--- src/rtl/vram_queue_pkg.sv ---
// rtl/vram_queue_pkg.sv - shared types, constants and helpers for the VRAM write queue
package vram_queue_pkg;

    typedef enum logic [1:0] {
        IDLE   = 2'd0,
        SETUP  = 2'd1,
        STROBE = 2'd2
    } drain_state_e;

    localparam int DATA_W = 8;

    // Queue entry holds {address, data}
    function automatic int entry_w(input int addr_w);
        return addr_w + DATA_W;
    endfunction

    function automatic int clog2(input int value);
        int r;
        r = 0;
        for (int i = 0; i < 32; i++) begin
            if ((1 << i) < value) r = i + 1;
        end
        return r;
    endfunction

endpackage

--- src/rtl/sync_fifo_m.sv ---
// rtl/sync_fifo_m.sv - single-clock FIFO with same-cycle push/pop and next-head peek
module sync_fifo_m
    import vram_queue_pkg::*;
#(
    parameter int DEPTH = 8,
    parameter int WIDTH = 20,
    parameter int PTR_W = clog2(DEPTH)
) (
    input  logic             clk,
    input  logic             rst,
    input  logic             push,
    input  logic [WIDTH-1:0] wdata,
    input  logic             pop,
    output logic [WIDTH-1:0] rdata,
    output logic [WIDTH-1:0] rdata_next,
    output logic [PTR_W:0]   count,
    output logic             full,
    output logic             empty
);

    localparam logic [PTR_W:0]   CNT_DEPTH = DEPTH[PTR_W:0];
    localparam logic [PTR_W:0]   CNT_ONE   = 1;
    localparam logic [PTR_W-1:0] PTR_ONE   = 1;

    logic [WIDTH-1:0] mem_q [DEPTH];
    logic [WIDTH-1:0] mem_d [DEPTH];
    logic [PTR_W-1:0] wr_ptr_q, wr_ptr_d, rd_ptr_q, rd_ptr_d;
    logic [PTR_W:0]   count_q, count_d;
    logic             do_push, do_pop;

    assign full       = (count_q == CNT_DEPTH);
    assign empty      = (count_q == '0);
    assign count      = count_q;
    assign rdata      = mem_q[rd_ptr_q];
    assign rdata_next = mem_q[rd_ptr_q + PTR_ONE];

    // A push into a full FIFO is only accepted when the head leaves in the same cycle
    always_comb begin
        do_pop   = pop & ~empty;
        do_push  = push & (~full | do_pop);
        mem_d    = mem_q;
        wr_ptr_d = wr_ptr_q;
        rd_ptr_d = rd_ptr_q;
        count_d  = count_q;
        if (do_push) begin
            mem_d[wr_ptr_q] = wdata;
            wr_ptr_d        = wr_ptr_q + PTR_ONE;
        end
        if (do_pop) rd_ptr_d = rd_ptr_q + PTR_ONE;
        if (do_push && !do_pop) count_d = count_q + CNT_ONE;
        else if (!do_push && do_pop) count_d = count_q - CNT_ONE;
    end

    // Pointer/count state; storage itself needs no reset
    always_ff @(posedge clk) begin
        mem_q <= mem_d;
        if (rst) begin
            wr_ptr_q <= '0;
            rd_ptr_q <= '0;
            count_q  <= '0;
        end else begin
            wr_ptr_q <= wr_ptr_d;
            rd_ptr_q <= rd_ptr_d;
            count_q  <= count_d;
        end
    end

endmodule

--- src/rtl/vram_write_queue.sv ---
// rtl/vram_write_queue.sv - posted CPU-to-VRAM write buffer drained only during blanking
module vram_write_queue
    import vram_queue_pkg::*;
#(
    parameter int DEPTH  = 8,
    parameter int ADDR_W = 12
) (
    input  logic              clk_12_5875,
    input  logic              rst,
    input  logic [ADDR_W-1:0] cpu_address,
    input  logic [7:0]        cpu_data,
    input  logic              write_enable,
    input  logic              SELECT_vram,
    input  logic              gpu_busy,
    input  logic              clr_overflow,
    output logic [ADDR_W-1:0] vram_address,
    output logic [7:0]        vram_wdata,
    output logic              vram_we,
    output logic              queue_empty,
    output logic              queue_full,
    output logic              overflow
);

    localparam int             ENTRY_W = entry_w(ADDR_W);
    localparam int             PTR_W   = clog2(DEPTH);
    localparam logic [PTR_W:0] CNT_ONE = 1;

    logic                req, req_q, req_d, enq;
    logic                overflow_q, overflow_d, drop;
    logic                pop, more;
    logic [ENTRY_W-1:0]  new_entry, head, head_next, next_load;
    logic [PTR_W:0]      count;
    drain_state_e        state_q, state_d;
    logic [ADDR_W-1:0]   vram_address_q, vram_address_d;
    logic [7:0]          vram_wdata_q, vram_wdata_d;

    assign req       = write_enable & SELECT_vram;
    assign enq       = req & ~req_q;
    assign new_entry = {cpu_address, cpu_data};

    sync_fifo_m #(.DEPTH(DEPTH), .WIDTH(ENTRY_W), .PTR_W(PTR_W)) u_fifo (
        .clk        (clk_12_5875),
        .rst        (rst),
        .push       (enq),
        .wdata      (new_entry),
        .pop        (pop),
        .rdata      (head),
        .rdata_next (head_next),
        .count      (count),
        .full       (queue_full),
        .empty      (queue_empty)
    );

    // Edge detect and sticky overflow; a drop in the same cycle beats the clear
    always_comb begin
        req_d      = req;
        drop       = enq & queue_full & ~pop;
        overflow_d = overflow_q;
        if (drop) overflow_d = 1'b1;
        else if (clr_overflow) overflow_d = 1'b0;
    end

    // Drain FSM: entries that remain after a pop may be the one arriving this cycle
    always_comb begin
        state_d        = state_q;
        vram_address_d = vram_address_q;
        vram_wdata_d   = vram_wdata_q;
        vram_we        = 1'b0;
        pop            = 1'b0;
        more           = (count != CNT_ONE) | enq;
        next_load      = (count == CNT_ONE) ? new_entry : head_next;
        case (state_q)
            IDLE: begin
                if (!queue_empty && !gpu_busy) begin
                    state_d                        = SETUP;
                    {vram_address_d, vram_wdata_d} = head;
                end
            end
            SETUP: begin
                state_d = gpu_busy ? IDLE : STROBE;
            end
            STROBE: begin
                vram_we = 1'b1;
                pop     = 1'b1;
                if (more && !gpu_busy) begin
                    state_d                        = SETUP;
                    {vram_address_d, vram_wdata_d} = next_load;
                end else begin
                    state_d = IDLE;
                end
            end
            default: state_d = IDLE;
        endcase
    end

    // Control and output registers
    always_ff @(posedge clk_12_5875) begin
        if (rst) begin
            req_q          <= 1'b0;
            overflow_q     <= 1'b0;
            state_q        <= IDLE;
            vram_address_q <= '0;
            vram_wdata_q   <= '0;
        end else begin
            req_q          <= req_d;
            overflow_q     <= overflow_d;
            state_q        <= state_d;
            vram_address_q <= vram_address_d;
            vram_wdata_q   <= vram_wdata_d;
        end
    end

    assign vram_address = vram_address_q;
    assign vram_wdata   = vram_wdata_q;
    assign overflow     = overflow_q;

endmodule
--- config.mk ---
export PLATFORM = sky130hd
export DESIGN_NAME = vram_write_queue
export DESIGN_NICKNAME = d
export VERILOG_FILES = /design/src/rtl/vram_queue_pkg.sv /design/src/rtl/sync_fifo_m.sv /design/src/rtl/vram_write_queue.sv
export SDC_FILE = /design/constraint.sdc
export NUM_CORES = 1
export LEC_CHECK = 0
export ABC_AREA = 1
export BUFFER_PORTS_ARGS = -buffer_cell sky130_fd_sc_hd__buf_2
export CAP_MARGIN = 20
export CORE_MARGIN = 4
export CORE_UTILIZATION = 35
export CTS_CLUSTER_DIAMETER = 30
export DETAILED_ROUTE_END_ITERATION = 6
export PLACE_DENSITY_LB_ADDON = 0.3
export SYNTH_ARGS = -nofsm -noshare
export SYNTH_HDL_FRONTEND = slang
export SYNTH_SLANG_ARGS = --single-unit
--- constraint.sdc ---
create_clock -name clk_12_5875 -period 3.4 [get_ports clk_12_5875]
set_clock_uncertainty 0.05 [all_clocks]
set_input_delay 0.17 -clock clk_12_5875 [delete_from_list [all_inputs] [get_ports clk_12_5875]]
set_output_delay 0.17 -clock clk_12_5875 [all_outputs]
set_load 0.05 [all_outputs]
== After elaboration in Yosys (flattened, before gate mapping) ==
Index checks and enable logic that the tools add are counted.
Storage, ports and cells
  flip-flop bits (word level): 281
  bits of input ports: 26
  output and inout bits: 24
  logic and storage cells: 86
Cells by class
  $add $sub $neg: 4
  magnitude comparators: 4
  equal/unequal tests: 7
  mux-type cells: 25
  bitwise logic cells: 15
  reduce and logical (&&, ||, !) cells: 15
Operators by type and width (count)
  160-bit bitwise mux: 1
  20-bit binary-select mux with 3-bit select: 2
  20-bit 2-to-1 mux: 6
  33-bit by 4-bit greater-or-equal comparator with 1-bit output (second input constant): 3
  32-bit inverter with 33-bit output: 3
  33-bit 2-to-1 mux: 2
  32-bit by 1-bit adder with 32-bit output (second input constant): 2
  20-bit demux with 3-bit select: 1
  33-bit by 1-bit adder with 33-bit output (second input constant): 1
  33-bit by 1-bit == test with 1-bit output (second input constant): 1
  33-bit == test (second input constant): 1
  33-bit zero test: 1
  33-bit by 1-bit < comparator with 1-bit output (second input constant): 1
  33-bit by 1-bit inequality test with 1-bit output (second input constant): 1
  33-bit by 1-bit subtractor with 33-bit output (second input constant): 1
  12-bit 2-to-1 mux: 2
  12-bit one-hot mux with 2 select lines: 1
  8-bit 2-to-1 mux: 2
  8-bit one-hot mux with 2 select lines: 1
  1-bit bitwise AND: 6
  2-bit one-hot mux with 3 select lines: 1
  2-bit nonzero test: 3
  1-bit logical AND: 5
  1-bit zero test: 4
  9 further kinds: 18

== Longest topological paths before layout ==
Gate-level depths: netlist of run 1.
  word-level depth: 9
  depth in mapped cells: 21
  gate-level depth less buffers: 20

== Cells and area by module ==
Synthesis of run 1 repeated with hierarchy kept, for this count alone.
Unflattened totals
  cell total of the unflattened synthesis: 2188
  area total of the unflattened synthesis: 15554.9 um^2
Modules (own cells, without submodules)
  sync_fifo_m: instances 1, cells each 1851, area an instance 13666.9 um^2, seq. area each 6165.9 um^2
  vram_write_queue: instances 1, cells each 337, area an instance 1888.1 um^2, seq. area each 480.5 um^2

== Least setup slack after synthesis of run 1 ==
Ideal clock, no wire load.
  kind: reg-to-reg
  from: register u_fifo.count_q[0], in the netlist u_fifo.count[0]
  to: register u_fifo.count_q[21], in the netlist u_fifo.count[21]
  library setup time: 0.115 ns
  data arrival time: 2.786 ns
  required time: 3.235 ns
  setup slack: 0.449 ns
  cell stages (with the launch flop): 18
  buffers on the path: 1
  period minus slack after synthesis: 2.951 ns
  cells stage by stage: dfxtp_1 -> inv_1 -> ha_1 -> inv_1 -> nor3_1 -> nand4_1 -> nor2_2 -> nand2_4 -> nand2_8 -> inv_2 -> ha_1 -> clkbuf_1 -> a21oi_1 -> nand2_1 -> nor2_1 -> nand3_1 -> nand2_1 -> nor2_1
Between the ends
  elaborated cells between the ends (all ways): 16
  classes of those cells: 2 x add/sub; 1 x eq/ne; 2 x mux; 5 x bitwise; 6 x reduce/logical
RTL lines
  start: declaration: RTL line sync_fifo_m.sv:28  | logic [PTR_W:0] count_q, count_d;
  start signal: assignment: RTL line sync_fifo_m.sv:64  | count_q <= count_d;
  33-bit == test *: RTL line sync_fifo_m.sv:31  | assign full = (count_q == CNT_DEPTH);
  via queue_full: RTL line vram_write_queue.sv:20  | output logic queue_full,
  1-bit inverter *: RTL line sync_fifo_m.sv:40  | do_push = push & (~full | do_pop);
  1-bit OR *: RTL line sync_fifo_m.sv:40
  1-bit bitwise AND *: RTL line sync_fifo_m.sv:40
  via u_fifo.do_push: RTL line sync_fifo_m.sv:29  | logic do_push, do_pop;
  1-bit zero test: RTL line sync_fifo_m.sv:51  | else if (!do_push && do_pop) count_d = count_q - CNT_ONE;
  1-bit logical AND: RTL line sync_fifo_m.sv:51
  2-bit nonzero test (no line)
Mark *: on every way through the listed nets, which the timed path passes. The rest lies on a longest branch. The select of a mux whose other input is x is not followed.
A chain may end at the register's enable or synchronous reset.

== Worst setup path in the final report of run 1 ==
  from: register u_fifo.count_q[0], in the netlist u_fifo.count[0]
  to: register u_fifo.count_q[22], in the netlist u_fifo.count[22]
Between the ends
  longest elaborated chain between the ends: 8
  elaborated cells between the ends (all ways): 16
  classes of those cells: 2 x add/sub; 1 x eq/ne; 2 x mux; 5 x bitwise; 6 x reduce/logical
Ends and longest elaborated chain
  33-bit zero test: RTL line sync_fifo_m.sv:32  | assign empty = (count_q == '0);
  1-bit inverter: RTL line sync_fifo_m.sv:39  | do_pop = pop & ~empty;
  1-bit bitwise AND: RTL line sync_fifo_m.sv:39
  1-bit OR *: RTL line sync_fifo_m.sv:40
  1-bit bitwise AND *: RTL line sync_fifo_m.sv:40
  via u_fifo.do_push: RTL line sync_fifo_m.sv:29
  1-bit zero test: RTL line sync_fifo_m.sv:51
  1-bit logical AND: RTL line sync_fifo_m.sv:51
  2-bit nonzero test (no line)
Marked as above.

==> metrics.md, run 1 <==
| Metric | Value |
|---|---|
| IO buf count | 49 |
| Total core area | 0.0398 mm2 |
| Post-CTS Repair Setup Buffers | 0 |
| Final setup viols | 0 |
| CTS Buf Count | 69 |
| Switch share | 0.291 |
| Crit path depth | 21 |
| Worst-path fanout max | 12 |
| # clock sinks | approximately 250 |
| Synthesized area per cell | a little under 8 um2 |
| Ys flop type | edfxtp_1 |
| GR Util met2 | 0.294 |
| Final WS setup | slightly below 0.4 ns |
| CP Launch Type | flop |
| Post-Syn Area | roughly 0.014 mm2 |
| Grt met3 use | 0.0431 |
| WL final | between 40 and 50 mm |
| Total grt overflow | 0 |
| Ranking of synthesized cells by area | edfxtp_1, dfxtp_1, nand2_1, nor2_1, o21ai_0 |
| Residual DRC | 0 |
| WP buf/inv | 4 |
| Flop pwr share | 0.298 |
| Xor-xnor portion of the synthesized cell area | 0.0168 |
| DIE AREA | between 0.04 and 0.05 mm2 |
| Setup total negative slack | 0 ns |
| Synth area leader | edfxtp_1 |
| Net Switching | ~3.4 mW |
| Root Driver | clkbuf_16 |
| Largest stage delay on the critical path | 0.38 ns |
| CP Capture Type | flop |
| Register area share after synthesis | 0.471 |
| Max-slew headroom | 0.276 |
| Most common cell in the netlist | nand2_1 |
| Clock latency on the worst-skew pair | around 0.58 ns |
| Worst-path cell chain | inv_1 -> ha_1 -> nand2_1 -> nor2_1 -> nand2_1 -> nor2_4 -> nand2_4 -> nand2_8 -> nand2_4 -> nand2_8 -> inv_2 -> ha_1 -> clkinv_1 -> buf_4 -> o21ai_0 -> nand3_1 -> nor2_2 -> and2_1 -> nand2_1 -> nand2_1 -> nor2_1 |
| CTS H-Tree Depth | 3 |
| Number of synthesized flops with an enable pin | 160 |
| Vias | 12.7k |
| Peak VDD IR | 0.317 mV |
| Hold Vio Cnt, Final | 0 |
| Placed Cells | ~2.3k |
| GPL Wtd Cong | ~0.90 |
| Synth Instances | 1802 |
| Crit path DAT | ~3.4 ns |
| Total Nets Final | around 1.9k |
| Async SR Flop Fraction | 0 |
| CP dominant cell by count | nand2_1 |
| CTS tree | yes |
| # Max-Cap Violations | 0 |
| CTS clk-pin slew, worst paths | ~0.040 ns |
| Initial Util | 0.354 |
| Initial antenna violation count | 0 |
| Pin count of the biggest net entering global routing | 281 |
| GRT Total Usage | 0.184 |
| Initial DRC Count | 917 |
| Synth unique cells | 39 |
| Fin. max-slew vios | 0 |
| Static Leak | about 6.8 nW |
| Syn. warnings | 0 |
| Clk pwr share | 0.535 |
| Drt pass-1 iters | 5 |
| RSZ-0062 raised after global routing | no |
| Syn Nets | around 1.8k |
| Compound-cell area share of the yosys netlist | 0.154 |
| Routed Antenna Nets | 0 |
| Minimum clock period | about 3 ns |
| CP Data Required Time | roughly 3.8 ns |
| Power Density | around 680 mW/mm2 |
| IO Count | 50 |
| Internal | ~8.4 mW |
| Clk buf depth | 3 |
| Grt met1 use | 0.248 |
| Placed wire-length estimate | about 25 mm |
| Layout Area Growth over Synthesis | 23.3% |
| Outcome | finished, final reports clean |
| DP Worst Slack | about 0.32 ns |
| Post-Synth Adder-Cell Area | 0.00532 |
| First-pass GRT wire length | roughly 65 mm |
| Fillcell total | around 4.0k |
| CP delay by family, top | simple AND/OR/NAND/NOR gates |
| Finished Layout Cells | ~2.5k |
| Max Fclk | between 300 and 400 MHz |
| Comb power frac | 0.166 |
| DR WL/cell | approximately 17 um |
| Worst-margin pin slew | 1.09 ns |
| Largest family of logic cells by synthesized area | simple AND/OR/NAND/NOR gates |
| Seq cells post-synth | around 250 |
| Mux contribution to synthesized area | 0 |
| Vias in the first global route | around 12k |
| Die extent in y | roughly 210 um |
| Path type of the worst min-delay path | in -> reg |
| DR vias/cell | roughly 5.2 |
| Row count | 73 |
| R2R depth | 21 |
| CP max stage cell | dfxtp_1 |
| Layout cell share with drive strength beyond 1 | 0.148 |
| ANT cells | 0 |
| Die width | between 200 and 250 um |
| Worst Hold Depth | 7 |
| Fraction of the mapped netlist area in simple logic gates | 0.282 |
| Global routing's busiest layer | met2 |
| Worst setup path category | reg -> reg |
| Period utilisation layout | 0.887 |
| Post-synth top area share | 0.340 |
| Most frequent cells after synthesis | nand2_1, nor2_1, edfxtp_1 |
## cell usage in the layout (no fill, tap or decap), drive strengths merged, types with 5 or more instances in the layout
| cell type | Yosys | final |
|---|---|---|
| nand2 | 485 | 485 |
| nor2 | 212 | 212 |
| edfxtp | 160 | 160 |
| a21oi | 142 | 142 |
| o21ai | 140 | 140 |
| inv | 135 | 139 |
| nand3 | 118 | 118 |
| clkbuf | 63 | 97 |
| dfxtp | 92 | 92 |
| buf | 42 | 83 |
| o211ai | 81 | 81 |
| nand3b | 48 | 48 |
| dlygate4sd3 | 0 | 24 |
| xor2 | 18 | 18 |
| clkinv | 3 | 18 |
| nand4 | 16 | 16 |
| nor3 | 14 | 14 |
| xnor2 | 9 | 9 |
| nor4 | 7 | 7 |
| ha | 6 | 6 |
| clkinvlp | 0 | 6 |
| bufinv | 0 | 5 |
## per-stage QoR
step / util / area (um2) / power [mW] / hold slack [ns]
detailed placement: 0.373 / 14900 / 5.50 / 0.377
floorplan: - / 14100 / 4.94 / 0.198
global placement: 0.373 / 14900 / 5.48 / 0.361
CTS: 0.437 / 17400 / 11.9 / 0.101
finish: 0.437 / 17400 / 11.8 / 0.120
global route: 0.437 / 17400 / 12.3 / 0.145
## worst reg2reg max path: cells and delay by family (launching register included)
| family | cells | cell delay, ns |
|---|---|---|
| AOI/OAI and AO/OA | 1 | 0.08 |
| buffers and inverters | 4 | 0.58 |
| and+or+nand+nor | 14 | 1.41 |
| DFF | 1 | 0.38 |
| adders and majority gates | 2 | 0.39 |
## power by group through the flow
stage | Clock [mW] | Combinational, mW | Sequential (mW)
final | 6.32 | 1.97 | 3.52
after global routing | 6.62 | 2.17 | 3.54
after CTS | 6.43 | 1.96 | 3.52
after detailed placement | 0 | 1.93 | 3.57
after global placement | 0 | 1.92 | 3.56
after floorplan | 0 | 1.21 | 3.73
## layout make-up
class	count	area, um2	area share
repair buffers	107	766	0.0440
flip-flops and latches	252	6650	0.382
clock inverters	30	317	0.0182
well taps	525	657	0.0377
inverters	138	518	0.0298
clock buffers	97	1990	0.114
multi-input cells	1307	6510	0.374
## path summary, 6_finish.rpt
path	from	endpoint	slack (ns)
hold / removal	SELECT_vram	u_fifo.wr_ptr_q[0]	0.12
setup reg to reg	u_fifo.count[0]	u_fifo.count[22]	0.39
setup / recovery	u_fifo.count[0]	u_fifo.count[22]	0.39
hold reg to reg	state_q[1]	state_q[1]	0.42
## logic make-up (layout without fill, tap and decap cells)
kind of cell | count (synthesis) | in the layout
AOI/OAI and AO/OA | 368 | 368
and+or+nand+nor | 906 | 906
xor gates and xnor gates | 27 | 27
buffers and inverters | 243 | 372
adders and majority gates | 6 | 6
DFF | 252 | 252
## sequential cells by signal, summed over array words and instances, names as in the netlist
| register | count |
|---|---|
| state_q | 2 |
| u_fifo.wr_ptr_q | 32 |
| u_fifo.count | 33 |
| u_fifo.rd_ptr_q | 3 |
| vram_wdata | 8 |
| overflow | 1 |
| vram_address | 12 |
| u_fifo.mem_q | 160 |
| req_q | 1 |
## repair_timing
action / in CTS / in global routing
hold buffers: 24 / 0
gates resized for setup: 0 / 2
endpoints found under the setup margin: 0 / 2
endpoints found under the hold margin: 163 / 0
## metal layers
layer	part of all wire	vias up	wire, um
met5	0	-	0
met4	0.024	0	983
met3	0.070	82	2880
met2	0.46	428	18900
met1	0.45	5899	18300
li1	-	6250	-
Note: power is estimated with default switching activity, not from simulation.
==> run 2: changes to the inputs <==
==> constraint.sdc (replaced) <==
create_clock -name clk_12_5875 -period 2.9 [get_ports clk_12_5875]
set_clock_uncertainty 0.05 [all_clocks]
set_input_delay 0.145 -clock clk_12_5875 [delete_from_list [all_inputs] [get_ports clk_12_5875]]
set_output_delay 0.145 -clock clk_12_5875 [all_outputs]
set_load 0.05 [all_outputs]
==> run 2 against run 1 <==
  * Register-to-register slack lost 0.15 ns
  * Global-route usage is essentially flat
  * Count of clock-buffer cells in the layout shrank 8
  * Largest power group unchanged
  * Highest routed layer is now met5
==> metrics.md, run 2 (same netlist as run 1, synthesis figures left out) <==
| Metric | Value |
|---|---|
| Max reg flops | 160 (unchanged) |
| CTS tree | yes |
| Worst-margin pin slew | 0.969 ns (-0.117 ns) |
| Routed Antenna Nets | 0 (unchanged) |
| Minimum clock period | 2.67 ns (-0.345 ns) |
| ANT cells | 0 (unchanged) |
| Most frequent cells in the layout | nand2_1, nor2_1, edfxtp_1 |
| Finished Layout Cells | 2494 (+1.5%) |
| Peak VDD IR | 0.401 mV (+26%) |
| IO Count | 50 (unchanged) |
| CP dominant cell by count | nand2_1 |
| Outcome | finished, final reports clean |
| Worst Hold Depth | 7 (unchanged) |
| GRT Total Usage | 0.184 (about the same) |
| Final setup viols | 0 (unchanged) |
| # Max-Cap Violations | 0 (unchanged) |
| Clk buf depth | 3 (unchanged) |
| Clock latency on the worst-skew pair | 0.57 ns (about the same) |
| CTS clk-pin slew, worst paths | 0.04 ns (about the same) |
| Layout Area Growth over Synthesis | 27.0% |
| First-pass GRT wire length | 65.4 mm (+0.49%) |
| Root Driver | clkbuf_16 |
| CP max stage cell | dfxtp_1 |
| CTS H-Tree Depth | 3 (unchanged) |
| Layout cell share with drive strength beyond 1 | 0.175 (+0.0271) |
| Max Fclk | 375 MHz (+13%) |
| Initial antenna violation count | 1 (+1) |
| CP delay by family, top | simple AND/OR/NAND/NOR gates |
| R2R Path Start | u_fifo.count[1] |
| Critical Path Sink | u_fifo.count[15] |
| Placed wire-length estimate | 25.6 mm (+4.2%) |
| CP Launch Type | flop |
| Fin. max-slew vios | 0 (unchanged) |
| Crit path depth | 20 (-4.8%) |
| Worst-path fanout max | 8 (-4) |
| Total Nets Final | 1945 (+2.0%) |
| # clock sinks | 252 (unchanged) |
| Period utilisation layout | 0.921 (+0.0339) |
| Register-to-register setup slack | 0.23 ns (-0.15 ns) |
| Post-Route Hold Slack | 0.127 ns (+0.00665 ns) |
| CTS Buf Count | 68 (-1.4%) |
| DR WL/cell | 16.4 um (-1.8%) |
| Vias in the first global route | 12.4k (+4.0%) |
| Worst-path cell chain | inv_1 -> ha_1 -> nand2_1 -> nor2_2 -> nand2_2 -> nor2_4 -> nand2_4 -> nand2_8 -> nand2_4 -> nand2_8 -> inv_2 -> ha_4 -> clkinvlp_4 -> buf_4 -> nand2_1 -> nand2_1 -> inv_1 -> nand3_1 -> o21ai_0 -> nor2_1 |
| CP Data Required Time | 3.30 ns (-0.49 ns) |
| Total grt overflow | 0 (unchanged) |
| CP startpoint | u_fifo.count[1] |
| Max-slew headroom | 0.354 (+0.0782) |
| Hold Vio Cnt, Final | 0 (unchanged) |
| Die extent in y | 209 um (unchanged) |
| Power Density | 791 mW/mm2 (+17%) |
| Largest stage delay on the critical path | 0.33 ns (-0.05 ns) |
| RSZ-0062 raised after global routing | no |
| Row count | 73 (unchanged) |
| IO buf count | 49 (unchanged) |
| Worst R2R End | u_fifo.count[15] |
| CP Capture Type | flop |
| R2R depth | 20 (-4.8%) |
| WP buf/inv | 5 (+1) |
| Path type of the worst min-delay path | in -> reg |
| Commonest non-fill, non-tap cell in the layout | nand2_1 |
| Die width | 209 um (unchanged) |
| Initial DRC Count | 966 (+5.3%) |
| Largest register by flop count | u_fifo.mem_q |
| Drt pass-1 iters | 5 (unchanged) |
| Total core area | 0.0398 mm2 (unchanged) |
| DIE AREA | 0.0436 mm2 (unchanged) |
| Crit path DAT | 3.07 ns (-0.34 ns) |
| Worst setup path category | reg -> reg |
| Static Leak | 7.09 nW (+4.1%) |
| WL final | 40.9 mm (-0.25%) |
| Initial Util | 0.354 (unchanged) |
| Residual DRC | 0 (unchanged) |
| Pin count of the biggest net entering global routing | 281 (unchanged) |
| GPL Wtd Cong | 0.890 (-1.1%) |
| DR vias/cell | 5.07 (-1.6%) |
| Placed Cells | 2344 (+1.7%) |
| Vias | 12.6k (-0.087%) |
run 2: changes by cell type in the layout (fill, tap and decap cells not counted), sizes merged:
cell,delta
clkbuf,-8
clkinv,+2
bufinv,+1
buf,+39
inv,+4
run 2: what timing repair did:
| action | 4_1_cts | 5_1_grt |
|---|---|---|
| endpoints found under the setup margin | 1 | 97 |
| buffers inserted | 0 | 0 |
| hold buffers | 24 | 0 |
| cloned | 0 | 0 |
| pin swaps | 0 | 1 |
| hold endpoints to repair | 163 | 0 |
| resized for setup | 1 | 20 |
run 2: how the worst min path moves through the flow:
stage                          to          from
6_report       u_fifo.wr_ptr_q[0]   SELECT_vram
5_1_grt        u_fifo.wr_ptr_q[0]   SELECT_vram
4_1_cts        u_fifo.wr_ptr_q[0]   SELECT_vram
3_5_place_dp             overflow  clr_overflow
3_3_place_gp             overflow  clr_overflow
2_1_floorplan          state_q[1]      gpu_busy
run 2: metal layers:
layer | global-route usage | routed length [um] | vias to the layer above
li1 | - | - | 6332
met1 | 0.239 | 18100 | 5916
met2 | 0.309 | 19400 | 329
met3 | 0.0312 | 2270 | 69
met4 | 0.0707 | 1110 | 2
met5 | 0 | 13 | -
run 2: metrics by stage:
| step | util | instance area [um2] | power (mW) | setup TNS, ns | worst slack, ns |
|---|---|---|---|---|---|
| global route | 0.450 | 17900 | 14.8 | 0 | 0.00157 |
| finish | 0.450 | 17900 | 14.2 | 0 | 0.230 |
| detailed placement | 0.383 | 15200 | 6.54 | -0.00679 | -0.00679 |
| CTS | 0.449 | 17900 | 14.3 | 0 | 0.00764 |
| global placement | 0.383 | 15200 | 6.53 | 0 | 0.0892 |
| floorplan | - | 14100 | 5.79 | 0 | 0.120 |
run 2: power breakdown:
group          switching [mW]  internal (mW)  total [mW]
Sequential              0.110           3.98        4.09
Combinational            1.70          0.759        2.46
Clock                    2.29           5.33        7.62
Total                    4.10           10.1        14.2
run 2: worst min-delay path: stages:
cell and delay, ns:
buf_2 0.10, inv_1 0.10, nor3_4 0.08, nand2_8 0.07, inv_2 0.06, nor2_1 0.09
nor2_1 0.04
run 2: cell type report:
cell class | count | area (um2)
clock buffer | 89 | 1980
clock inverter | 37 | 413
fill | 3908 | 21900
inverter | 138 | 522
multi-input combinational | 1307 | 6560
sequential | 252 | 6650
tap | 525 | 657
timing repair buffer | 146 | 1150
==> run 3: changes to the inputs <==
--- a/config.mk
+++ b/config.mk
@@ -5,7 +5,6 @@
 export SDC_FILE = /design/constraint.sdc
 export NUM_CORES = 1
 export LEC_CHECK = 0
-export ABC_AREA = 1
 export BUFFER_PORTS_ARGS = -buffer_cell sky130_fd_sc_hd__buf_2
 export CAP_MARGIN = 20
 export CORE_MARGIN = 4
==> run 3 against run 2 <==
  * The flow now finishes with violations (setup timing)
  * Cell count fell by 34%
  * Clock power down 22%
  * Hold slack got worse by 0.095 ns
  * Highest routed layer unchanged
==> metrics.md, run 3 <==
| Metric | Value |
|---|---|
| Most frequent cells after synthesis | edfxtp_1, dfxtp_1, nor2_1 |
| Period utilisation layout | 1.06 (+0.141) |
| DP Worst Slack | -0.225 ns (-0.219 ns) |
| Synthesized area per cell | 12.8 um2 (+64%) |
| R2R Path Start | u_fifo.count[23] |
| Path type of the worst min-delay path | in -> reg |
| Syn. warnings | 0 (unchanged) |
| DR WL/cell | 19.1 um (+16%) |
| Total Nets Final | 1183 (-39%) |
| Placed Cells | 1524 (-35%) |
| GPL Wtd Cong | 0.823 (-7.6%) |
| Initial DRC Count | 509 (-47%) |
| Worst-path cell chain | or3_4 -> nand2b_4 -> nor4_4 -> a21oi_4 -> ha_4 -> or3_4 -> or3_4 -> or2_4 -> a221oi_4 -> xnor2_1 -> nor2_1 |
| Register-to-register setup slack | -0.18 ns (-0.41 ns) |
| Peak VDD IR | 0.693 mV (+73%) |
| Residual DRC | 0 (unchanged) |
| Synth Instances | 985 (-45%) |
| Clk buf depth | 3 (unchanged) |
| IO buf count | 49 (unchanged) |
| Routed Antenna Nets | 0 (unchanged) |
| CTS Buf Count | 50 (-26%) |
| CTS tree | yes |
| Hold Vio Cnt, Final | 0 (unchanged) |
| Finished Layout Cells | 1654 (-34%) |
| DIE AREA | 0.0392 mm2 (-10%) |
| Fin. max-slew vios | 0 (unchanged) |
| Most common cell in the netlist | edfxtp_1 |
| Die width | 198 um (-5.2%) |
| Final WS setup | -0.178 ns (-0.409 ns) |
| CP delay by family, top | simple AND/OR/NAND/NOR gates |
| # clock sinks | 252 (unchanged) |
| Synth unique cells | 71 (+82%) |
| Static Leak | 5.54 nW (-22%) |
| Root Driver | clkbuf_16 |
| RSZ-0062 raised after global routing | yes |
| WL final | 31.5 mm (-23%) |
| Max-slew headroom | 0.596 (+0.242) |
| Tot Pwr | 14.5 mW (+2.4%) |
| Utilization after layout | 0.463 (+0.0128) |
| Max reg flops | 160 (unchanged) |
| Ys flop type | edfxtp_1 |
| Number of synthesized flops with an enable pin | 160 (unchanged) |
| Final setup viols | 12 (+12) |
| Failing checks | setup timing |
| Post-Syn Area | 0.0126 mm2 (-11%) |
| CP max stage cell | or3_4 |
| Post-Layout Inst Area | 0.0165 mm2 (-8.1%) |
| Minimum clock period | 3.08 ns (+0.409 ns) |
| Most frequent cells in the layout | edfxtp_1, buf_4, dfxtp_1 |
| R2R depth | 11 (-45%) |
| Row count | 69 (-5.5%) |
| # Max-Cap Violations | 0 (unchanged) |
| Crit path depth | 11 (-45%) |
| Max Fclk | 325 MHz (-13%) |
| Initial Util | 0.355 (+0.000573) |
| WP buf/inv | 0 (-5) |
| CTS clk-pin slew, worst paths | 0.05 ns (about the same) |
| CP Data Required Time | 3.28 ns (-0.02 ns) |
| CTS H-Tree Depth | 2 (-1) |
| Ranking of synthesized cells by area | edfxtp_1, dfxtp_1, mux4_2, xnor2_1, nor2_1 |
| Total grt overflow | 0 (unchanged) |
| First-pass GRT wire length | 49.6 mm (-24%) |
| Min-delay src | rst |
| Worst-path fanout max | 2 (-6) |
| Vias in the first global route | 9006 (-28%) |
| Setup total negative slack | -0.720 ns (-0.720 ns) |
| CP dominant cell by count | or3_4 |
| GRT Total Usage | 0.159 (-0.0249) |
| Initial antenna violation count | 1 (unchanged) |
| Total core area | 0.0356 mm2 (-11%) |
| Synth area leader | edfxtp_1 |
| Clock latency on the worst-skew pair | 0.56 ns (about the same) |
| CP Capture Type | flop |
| Outcome | complete, but fails checks |
| IO Count | 50 (unchanged) |
| Crit path DAT | 3.46 ns (+0.39 ns) |
| Commonest non-fill, non-tap cell in the layout | edfxtp_1 |
| Worst-margin pin slew | 0.606 ns (-0.363 ns) |
| Worst Hold Depth | 2 (-5) |
| CP startpoint | u_fifo.count[23] |
| Vias | 9051 (-28%) |
| Syn Nets | 1017 (-45%) |
| Largest register by flop count | u_fifo.mem_q |
| Layout Area Growth over Synthesis | 30.4% |
| Register area share after synthesis | 0.526 (+0.0555) |
| Drt pass-1 iters | 5 (unchanged) |
| DR vias/cell | 5.47 (+7.9%) |
| Post-Route Hold Slack | 0.0321 ns (-0.0950 ns) |
| ANT cells | 0 (unchanged) |
| Post-synth top area share | 0.380 (+0.0401) |
| Pin count of the biggest net entering global routing | 82 (-71%) |
| Power Density | 881 mW/mm2 (+11%) |
| Placed wire-length estimate | 18.8 mm (-26%) |
| Worst setup path category | reg -> reg |
| CP Launch Type | flop |
| Die extent in y | 198 um (-5.2%) |
| DP Area | 0.0141 mm2 (-7.3%) |
| Layout cell share with drive strength beyond 1 | 0.363 (+0.188) |
| Async SR Flop Fraction | 0 (unchanged) |
| Seq cells post-synth | 252 (unchanged) |
| Largest stage delay on the critical path | 0.38 ns (+0.05 ns) |
[run 3: timing repair]
| item | CTS | global route |
|---|---|---|
| hold buffers | 24 | 0 |
| resized for setup | 26 | 22 |
| endpoints found under the setup margin | 21 | 24 |
| endpoints found under the hold margin | 183 | 0 |
| setup buffers | 9 | 3 |
| pin swaps | 13 | 17 |
[run 3: kinds of logic after synthesis]
| family | share of synthesized area |
|---|---|
| compound gates | 0.0759 |
| xor+xnor | 0.0340 |
| buf+inv | 0.0306 |
| mux | 0.182 |
| simple gates | 0.145 |
| flops | 0.526 |
| fa+ha+maj | 0.00594 |
[run 3: final cells by class]
class                   instances  area, um2
clock buffers                  53       1270
inverters                      15       60.1
multi-input cells             646       5960
fillers                      3173      19100
clock inverters                41        504
flip-flops and latches        252       6660
repair buffers                186       1440
well taps                     461        577
[run 3: per-layer routing]
metal | GRT usage | wire [um] | vias up
met5 | 0 | 13 | -
met4 | 0.0500 | 672 | 2
met3 | 0.0305 | 1790 | 56
met2 | 0.258 | 15400 | 260
met1 | 0.218 | 13600 | 4536
li1 | - | - | 4197
[run 3: worst paths after layout]
path / end
setup / recovery: u_fifo.count[21]
hold / removal: u_fifo.count[1]
setup reg to reg: u_fifo.count[21]
hold reg to reg: overflow
[run 3: where the power goes]
part           leakage, nW  switching, mW  internal (mW)
clock network        0.844           1.95           4.01
logic                 2.50           2.36           1.97
registers             2.20          0.163           4.07
